$ cat src/rtl/fft_addr_seq.sv
// fft_addr_seq -- address sequencer for a complete in-place radix-2 FFT.
//
// One start pulse walks all LOG2_N levels. Each level issues N/2 butterfly
// reads, then drains for BFLY_LATENCY cycles, so the final write of a level
// lands before the first read of the next one.
//
// Ports:
//   clk_i, reset_i        clock, asynchronous active-high reset
//   start_i, inverse_i    start a full FFT; inverse sampled with start
//   stall_i               bubble: hold issue for this cycle
//   busy_o, done_o        busy while issuing/draining; one-cycle done pulse
//   level_o               current level 0..LOG2_N-1
//   rd_en_o, raddra_o, raddrb_o, twiddle_addr_o, twiddle_conj_o
//                         read side (addresses zero outside ISSUE)
//   we_o, waddra_o, waddrb_o
//                         read side delayed by exactly BFLY_LATENCY cycles
//
// state    | meaning
// ---------+-------------------------------------------------------------
// ST_IDLE  | waiting for start
// ST_ISSUE | issuing butterflies of the current level (stall makes bubbles)
// ST_DRAIN | waiting BFLY_LATENCY cycles for the level's writes to land
// ST_DONE  | single-cycle done pulse, then back to idle
module fft_addr_seq #(
    parameter int LOG2_N       = 12,
    parameter int BFLY_LATENCY = 7,
    parameter int LVL_W        = $clog2(LOG2_N)
) (
    input  logic              clk_i,
    input  logic              reset_i,
    input  logic              start_i,
    input  logic              inverse_i,
    input  logic              stall_i,
    output logic              busy_o,
    output logic              done_o,
    output logic [LVL_W-1:0]  level_o,
    output logic              rd_en_o,
    output logic [LOG2_N-1:0] raddra_o,
    output logic [LOG2_N-1:0] raddrb_o,
    output logic [LOG2_N-2:0] twiddle_addr_o,
    output logic              twiddle_conj_o,
    output logic              we_o,
    output logic [LOG2_N-1:0] waddra_o,
    output logic [LOG2_N-1:0] waddrb_o
);

    localparam int DCNT_W = (BFLY_LATENCY > 1) ? $clog2(BFLY_LATENCY) : 1;

    localparam logic [1:0] ST_IDLE  = 2'd0;
    localparam logic [1:0] ST_ISSUE = 2'd1;
    localparam logic [1:0] ST_DRAIN = 2'd2;
    localparam logic [1:0] ST_DONE  = 2'd3;

    localparam logic [LOG2_N-2:0] BFLY_LAST = '1;
    localparam logic [LOG2_N-2:0] TW_ONES   = '1;
    localparam logic [LVL_W-1:0]  LVL_LAST  = LVL_W'(LOG2_N - 1);
    localparam logic [DCNT_W-1:0] DCNT_LOAD = DCNT_W'(BFLY_LATENCY - 1);

    logic [1:0]        state_q, state_d;
    logic [LOG2_N-2:0] bfly_q, bfly_d;
    logic [LVL_W-1:0]  level_q, level_d;
    logic [DCNT_W-1:0] dcnt_q, dcnt_d;
    logic              conj_q, conj_d;

    logic              we_pipe_q [BFLY_LATENCY];
    logic [LOG2_N-1:0] wa_pipe_q [BFLY_LATENCY];
    logic [LOG2_N-1:0] wb_pipe_q [BFLY_LATENCY];

    logic issuing;

    // Rotate left within LOG2_N bits: the upper half of {v,v} << s.
    function automatic logic [LOG2_N-1:0] rotl(input logic [LOG2_N-1:0] v,
                                               input logic [LVL_W-1:0]  s);
        logic [2*LOG2_N-1:0] dbl;
        dbl = {v, v} << s;
        return dbl[2*LOG2_N-1:LOG2_N];
    endfunction

    always_comb begin
        state_d = state_q;
        bfly_d  = bfly_q;
        level_d = level_q;
        dcnt_d  = dcnt_q;
        conj_d  = conj_q;
        case (state_q)
            ST_IDLE: begin
                if (start_i) begin
                    state_d = ST_ISSUE;
                    bfly_d  = '0;
                    level_d = '0;
                    conj_d  = inverse_i;
                end
            end
            ST_ISSUE: begin
                if (!stall_i) begin
                    // Wraps to 0 on the last butterfly, ready for the next level.
                    bfly_d = bfly_q + 1'b1;
                    if (bfly_q == BFLY_LAST) begin
                        state_d = ST_DRAIN;
                        dcnt_d  = DCNT_LOAD;
                    end
                end
            end
            ST_DRAIN: begin
                if (dcnt_q == '0) begin
                    if (level_q == LVL_LAST) begin
                        state_d = ST_DONE;
                    end else begin
                        state_d = ST_ISSUE;
                        level_d = level_q + 1'b1;
                        bfly_d  = '0;
                    end
                end else begin
                    dcnt_d = dcnt_q - 1'b1;
                end
            end
            ST_DONE: begin
                state_d = ST_IDLE;
            end
            default: begin
                state_d = ST_IDLE;
            end
        endcase
    end

    always_ff @(posedge clk_i or posedge reset_i) begin
        if (reset_i) begin
            state_q <= ST_IDLE;
            bfly_q  <= '0;
            level_q <= '0;
            dcnt_q  <= '0;
            conj_q  <= 1'b0;
        end else begin
            state_q <= state_d;
            bfly_q  <= bfly_d;
            level_q <= level_d;
            dcnt_q  <= dcnt_d;
            conj_q  <= conj_d;
        end
    end

    // Addresses are forced to zero outside ISSUE so that idle/reset outputs
    // are all zero; inside ISSUE they stay put across stall bubbles.
    assign issuing        = (state_q == ST_ISSUE);
    assign rd_en_o        = issuing && !stall_i;
    assign raddra_o       = issuing ? rotl({bfly_q, 1'b0}, level_q) : '0;
    assign raddrb_o       = issuing ? rotl({bfly_q, 1'b1}, level_q) : '0;
    // Keep only the top 'level' bits of the butterfly index.
    assign twiddle_addr_o = issuing ? (bfly_q & ~(TW_ONES >> level_q)) : '0;
    assign twiddle_conj_o = conj_q;
    assign busy_o         = issuing || (state_q == ST_DRAIN);
    assign done_o         = (state_q == ST_DONE);
    assign level_o        = level_q;

    // Free-running delay line; stall bubbles simply travel through as we=0.
    always_ff @(posedge clk_i or posedge reset_i) begin
        if (reset_i) begin
            for (int i = 0; i < BFLY_LATENCY; i++) begin
                we_pipe_q[i] <= 1'b0;
                wa_pipe_q[i] <= '0;
                wb_pipe_q[i] <= '0;
            end
        end else begin
            we_pipe_q[0] <= rd_en_o;
            wa_pipe_q[0] <= raddra_o;
            wb_pipe_q[0] <= raddrb_o;
            for (int i = 1; i < BFLY_LATENCY; i++) begin
                we_pipe_q[i] <= we_pipe_q[i-1];
                wa_pipe_q[i] <= wa_pipe_q[i-1];
                wb_pipe_q[i] <= wb_pipe_q[i-1];
            end
        end
    end

    assign we_o     = we_pipe_q[BFLY_LATENCY-1];
    assign waddra_o = wa_pipe_q[BFLY_LATENCY-1];
    assign waddrb_o = wb_pipe_q[BFLY_LATENCY-1];

endmodule

$ cat config.mk
export PLATFORM = sky130hd
export DESIGN_NAME = fft_addr_seq
export DESIGN_NICKNAME = d
export VERILOG_FILES = /design/src/rtl/fft_addr_seq.sv
export SDC_FILE = /design/constraint.sdc
export NUM_CORES = 1
export LEC_CHECK = 0
export BUFFER_PORTS_ARGS = -buffer_cell sky130_fd_sc_hd__buf_2
export CAP_MARGIN = 30
export CELL_PAD_IN_SITES_DETAIL_PLACEMENT = 2
export CELL_PAD_IN_SITES_GLOBAL_PLACEMENT = 2
export CORE_ASPECT_RATIO = 0.9
export CORE_UTILIZATION = 40
export DETAILED_ROUTE_END_ITERATION = 8
export PLACE_DENSITY_LB_ADDON = 0.1
export SYNTH_ARGS = -nofsm -noshare
export SYNTH_HDL_FRONTEND = slang
export SYNTH_SLANG_ARGS = --single-unit
$ cat constraint.sdc
create_clock -name clk_i -period 9.1 [get_ports clk_i]
set_input_delay 1.82 -clock clk_i [delete_from_list [all_inputs] [get_ports clk_i]]
set_output_delay 1.82 -clock clk_i [all_outputs]
set_load 0.02 [all_outputs]
==> results <==
- The number of buffers added for setup after CTS is 0.
- Setup repair after global routing left no endpoint under its margin.
- Entering global routing, the biggest net connects 132 pins.
- The clock net in this run drives a total of 196 sinks.
- The maximum number of buffers from clock root to sink is 2.
- The count of buffers inserted at the top-level ports is just over 70.
- The net count of the mapped netlist is 517.
- Summed over all failing endpoints, the final setup total negative slack is 0 ns.
- Of the synthesized area, sequential elements account for 0.7122.
- Headroom to the max-slew limit came out at 0.3981.
- The analysis attributes to cell leakage a power of 3.684 nW.
- The number of nets still failing antenna checks after routing is 0.
- The detailed-route wire length per cell is 19.12 µm.
- The core footprint is about 17,000 µm².
- The synthesis warning total is 0.
- The cell count after synthesis is about 500.
- The detailed placer's ending HPWL is about 9700 µm.
- Of all flip-flops after synthesis, the portion carrying an async set or reset was 1.000.
- The full die area is 17,750 µm².
- The H-tree was split into 4 levels.
- The adder-cell share of the synthesized area is 0.01817.
- The setup path with the least slack is of type flop to output port.
- In this run the power density over the cells is 275.9 nW/µm².
- The compound-gate portion of the synthesized area is 0.07649.
- In this run the mean area of a mapped cell was 13.72 µm².
- The via density per instance is 5.161.
- The commonest register cell after synthesis is sky130_fd_sc_hd__dfrtp_1.
- The final weighted congestion in routability-driven placement is 0.7917.
- By count the netlist is led by sky130_fd_sc_hd__dfrtp_1, sky130_fd_sc_hd__nand2_1, sky130_fd_sc_hd__buf_4, sky130_fd_sc_hd__nor2_1.
- The highest fanout seen on the critical path is 28.
- Of the total power, registers draw 0.509.
- The number of gates resized after CTS is 0.
- Across all setup checks in the final design, the least slack found is 4.215 ns.
- The total net switching power is 647.0 µW.
- Of the total power, the share spent switching nets is 0.2969.
- Across the routed clock network, the largest skew measured is 0.01353 ns.
- Of the total synthesized cell area, the portion taken by AND, OR, NAND and NOR gates is 0.08739.
- The insertion delay to the later sink of the worst-skew pair is approximately 0.43 ns.
- For the pin with the worst max-slew slack, the measured transition is 0.9029 ns.
- For this run, the share of the core covered by cells in the final layout is 0.4692.
- After detailed routing, the number of remaining DRC violations is 0.
- After synthesis, the largest family of logic cells by area is simple AND/OR/NAND/NOR gates.
- The number of instances on the worst hold path is 0.
- The share of synthesized area in the top cell type comes to 0.7122.
- The worst path in the final design needs a cycle of 4.885 ns, including I/O delays and setup.
- The final number of max-transition violations is 0.
- The number of hold buffers added after cts is 0.
- The class of the tightest hold or removal check is flop to flop.
- The multiplexer fraction of the synthesized cell area is 0.05505.
- The global routing usage summed across all routing layers is 0.1863.
- The total count of hold-check failures in the final report is 0.
- The share of the synthesized netlist area taken by xor and xnor gates is 0.001272.
- The first-pass GRT wire length is around 25,000 µm.
- The clock-pin slew on the worst setup and hold paths is 0.08 ns.
- The number of distinct standard cells referenced by the synthesized netlist is 51.
- The total of endpoints with negative setup slack in the final report is 0.
- The TritonCTS clock tree is built.
- The synthesized design spends more area on one cell type than any other, namely sky130_fd_sc_hd__dfrtp_1.
- The floorplan step set the die height to about 130 µm.
- The worst voltage drop across the vdd grid is 132.1 µV.
- Of the total power, the clock network draws 0.367.
- The signed area change from the synthesized netlist to the final layout is 14.70%.
- Timing would allow up to 204.7 MHz.
- The max-capacitance violation count is 0.
- The starting utilization of the core area is 0.4091.
- Buffers inserted during clock tree synthesis total 17.
- Of the total power, combinational logic draws 0.124.
- The sum of internal, switching and leakage power is 2.179 mW.
- The placed instances occupy a cell area of 7261 µm².
- The run finished with clean final reports.
- The number of cell instances on the worst register-to-register path is 5.
- The tree is rooted in a sky130_fd_sc_hd__clkbuf_16.
- Before CTS, the worst setup slack after placement is about 4.7 ns.
- The first detailed-routing pass ran for 4 iterations.
- Of the cells placed in the final design, the portion with a size suffix greater than 1 is 0.2304.
- The number of synthesized register bits is 196.
- For this design the top-level I/O count stands at 73.
- The first routing iteration left 190 violations.
- The critical path data arrival time is 3.07 ns.
- After routing the design area is between 7000 and 8000 µm².
- STA classifies the critical path endpoint as an output port.
- Yosys attributes the largest share of cell area to sky130_fd_sc_hd__dfrtp_1, sky130_fd_sc_hd__buf_4, sky130_fd_sc_hd__nand2_1.
- Cell internal power was estimated by the tool at approximately 1.5 mW.
- Dividing the final minimum period by the clock period gives 0.5368.
- The antenna cell count is 0.
- The vias after detailed routing is 3,979.
- The global-route congestion overflow total is 0.
- STA puts the critical path data required time at 7.28 ns.
- The net count of the finished layout is about 560.
- The number of global-route vias before repair came to around 4,500.
- The cell with the most instances after synthesis is sky130_fd_sc_hd__dfrtp_1.
- The netlist area before placement is 6887 µm².
- Wires add up to between 10,000 and 15,000 µm.
- The number of flops mapped to enable cells by yosys is 0.
- The width of the die is 140.3 µm.
- The worst setup path is launched from a flop.
- The standard-cell row count is 45.
- The initial antenna violation count is 0.
layer usage:
metal  wire length (µm)  part of all wire  track usage  vias to the layer above
met4                172             0.012      0.05430                        0
met3                398             0.027      0.04115                       14
li1                   -                 -            -                     1796
met1               6553              0.44       0.2386                     2102
met5                  0                 0            0                        -
met2               7618              0.52       0.3188                       67
path summary, 6_finish.rpt:
check	startpoint	endpoint	slack [ns]
worst max-delay path	state_q[1]	raddrb_o[11]	4.21
worst min-delay path	wb_pipe_q[63]	wb_pipe_q[51]	0.35
worst max register to register	level_o[0]	bfly_q[9]	6.16
worst min register to register	wb_pipe_q[63]	wb_pipe_q[51]	0.35
max in group asynchronous	reset_i	level_o[3]	6.08
min in group asynchronous	reset_i	waddrb_o[7]	1.53
sequential cells by signal, summed over array words and instances (netlist names):
register and flops:
bfly_q 11, dcnt_q 3, level_o 4, state_q 2, twiddle_conj_o 1, wa_pipe_q 72
waddra_o 12, waddrb_o 12, wb_pipe_q 72, we_o 1, we_pipe_q 6
cells by family after synthesis:
group           Yosys count
simple gates            122
flops                   196
compound gates           81
mux                      29
buf+inv                  63
fa+ha+maj                10
xor+xnor                  1
worst max-delay path: stages, from the launching register on:
cell and delay (ns):
sky130_fd_sc_hd__dfrtp_1 0.44, sky130_fd_sc_hd__inv_1 0.10, sky130_fd_sc_hd__ha_1 0.14, sky130_fd_sc_hd__buf_4 0.29
sky130_fd_sc_hd__clkinv_1 0.37, sky130_fd_sc_hd__nor2_1 0.49, sky130_fd_sc_hd__nand2_1 0.20, sky130_fd_sc_hd__o211ai_1 0.35
sky130_fd_sc_hd__buf_2 0.23
power by group through the flow:
| stage | clock (mW) | sequential, mW | combinational [mW] |
|---|---|---|---|
| CTS | 0.824 | 1.12 | 0.276 |
| detailed placement | 0 | 1.13 | 0.274 |
| global placement | 0 | 1.11 | 0.267 |
| global route | 0.855 | 1.13 | 0.295 |
| floorplan | 0 | 1.08 | 0.228 |
| finish | 0.799 | 1.11 | 0.270 |
metrics by stage:
step	hold slack, ns	std cells
5_1_grt	0.3524	771
4_1_cts	0.3473	771
2_1_floorplan	0.3312	502
6_report	0.3460	771
3_5_place_dp	0.3356	739
3_3_place_gp	0.3312	739
final cells by class:
type | instances | area [µm²]
timing repair buffer | 77 | 397.9
clock buffer | 17 | 425.4
sequential | 196 | 4905
clock inverter | 15 | 212.7
inverter | 12 | 52.55
fill | 1602 | 8936
tap | 211 | 264.0
multi-input combinational | 243 | 1642
cell usage in the layout, fill, tap and decap left out, types with 3 or more instances in the layout:
cell type / n
sky130_fd_sc_hd__a21oi_1: 18
sky130_fd_sc_hd__a22oi_1: 4
sky130_fd_sc_hd__a2bb2oi_1: 3
sky130_fd_sc_hd__a31oi_1: 3
sky130_fd_sc_hd__and3_1: 3
sky130_fd_sc_hd__buf_2: 72
sky130_fd_sc_hd__buf_4: 5
sky130_fd_sc_hd__clkbuf_16: 17
sky130_fd_sc_hd__dfrtp_1: 196
sky130_fd_sc_hd__ha_1: 10
sky130_fd_sc_hd__inv_1: 10
sky130_fd_sc_hd__inv_12: 4
sky130_fd_sc_hd__inv_8: 6
sky130_fd_sc_hd__mux2_2: 11
sky130_fd_sc_hd__mux2i_1: 12
sky130_fd_sc_hd__mux4_2: 6
sky130_fd_sc_hd__nand2_1: 38
sky130_fd_sc_hd__nand2b_1: 6
sky130_fd_sc_hd__nand3_1: 14
sky130_fd_sc_hd__nor2_1: 25
sky130_fd_sc_hd__nor2b_1: 5
sky130_fd_sc_hd__nor3_1: 7
sky130_fd_sc_hd__nor4_1: 4
sky130_fd_sc_hd__o211ai_1: 10
sky130_fd_sc_hd__o21ai_0: 22
sky130_fd_sc_hd__o31ai_1: 5
sky130_fd_sc_hd__o41ai_1: 3
sky130_fd_sc_hd__or3_1: 4
sky130_fd_sc_hd__or4_1: 4
(Power assumes the default switching activity.)
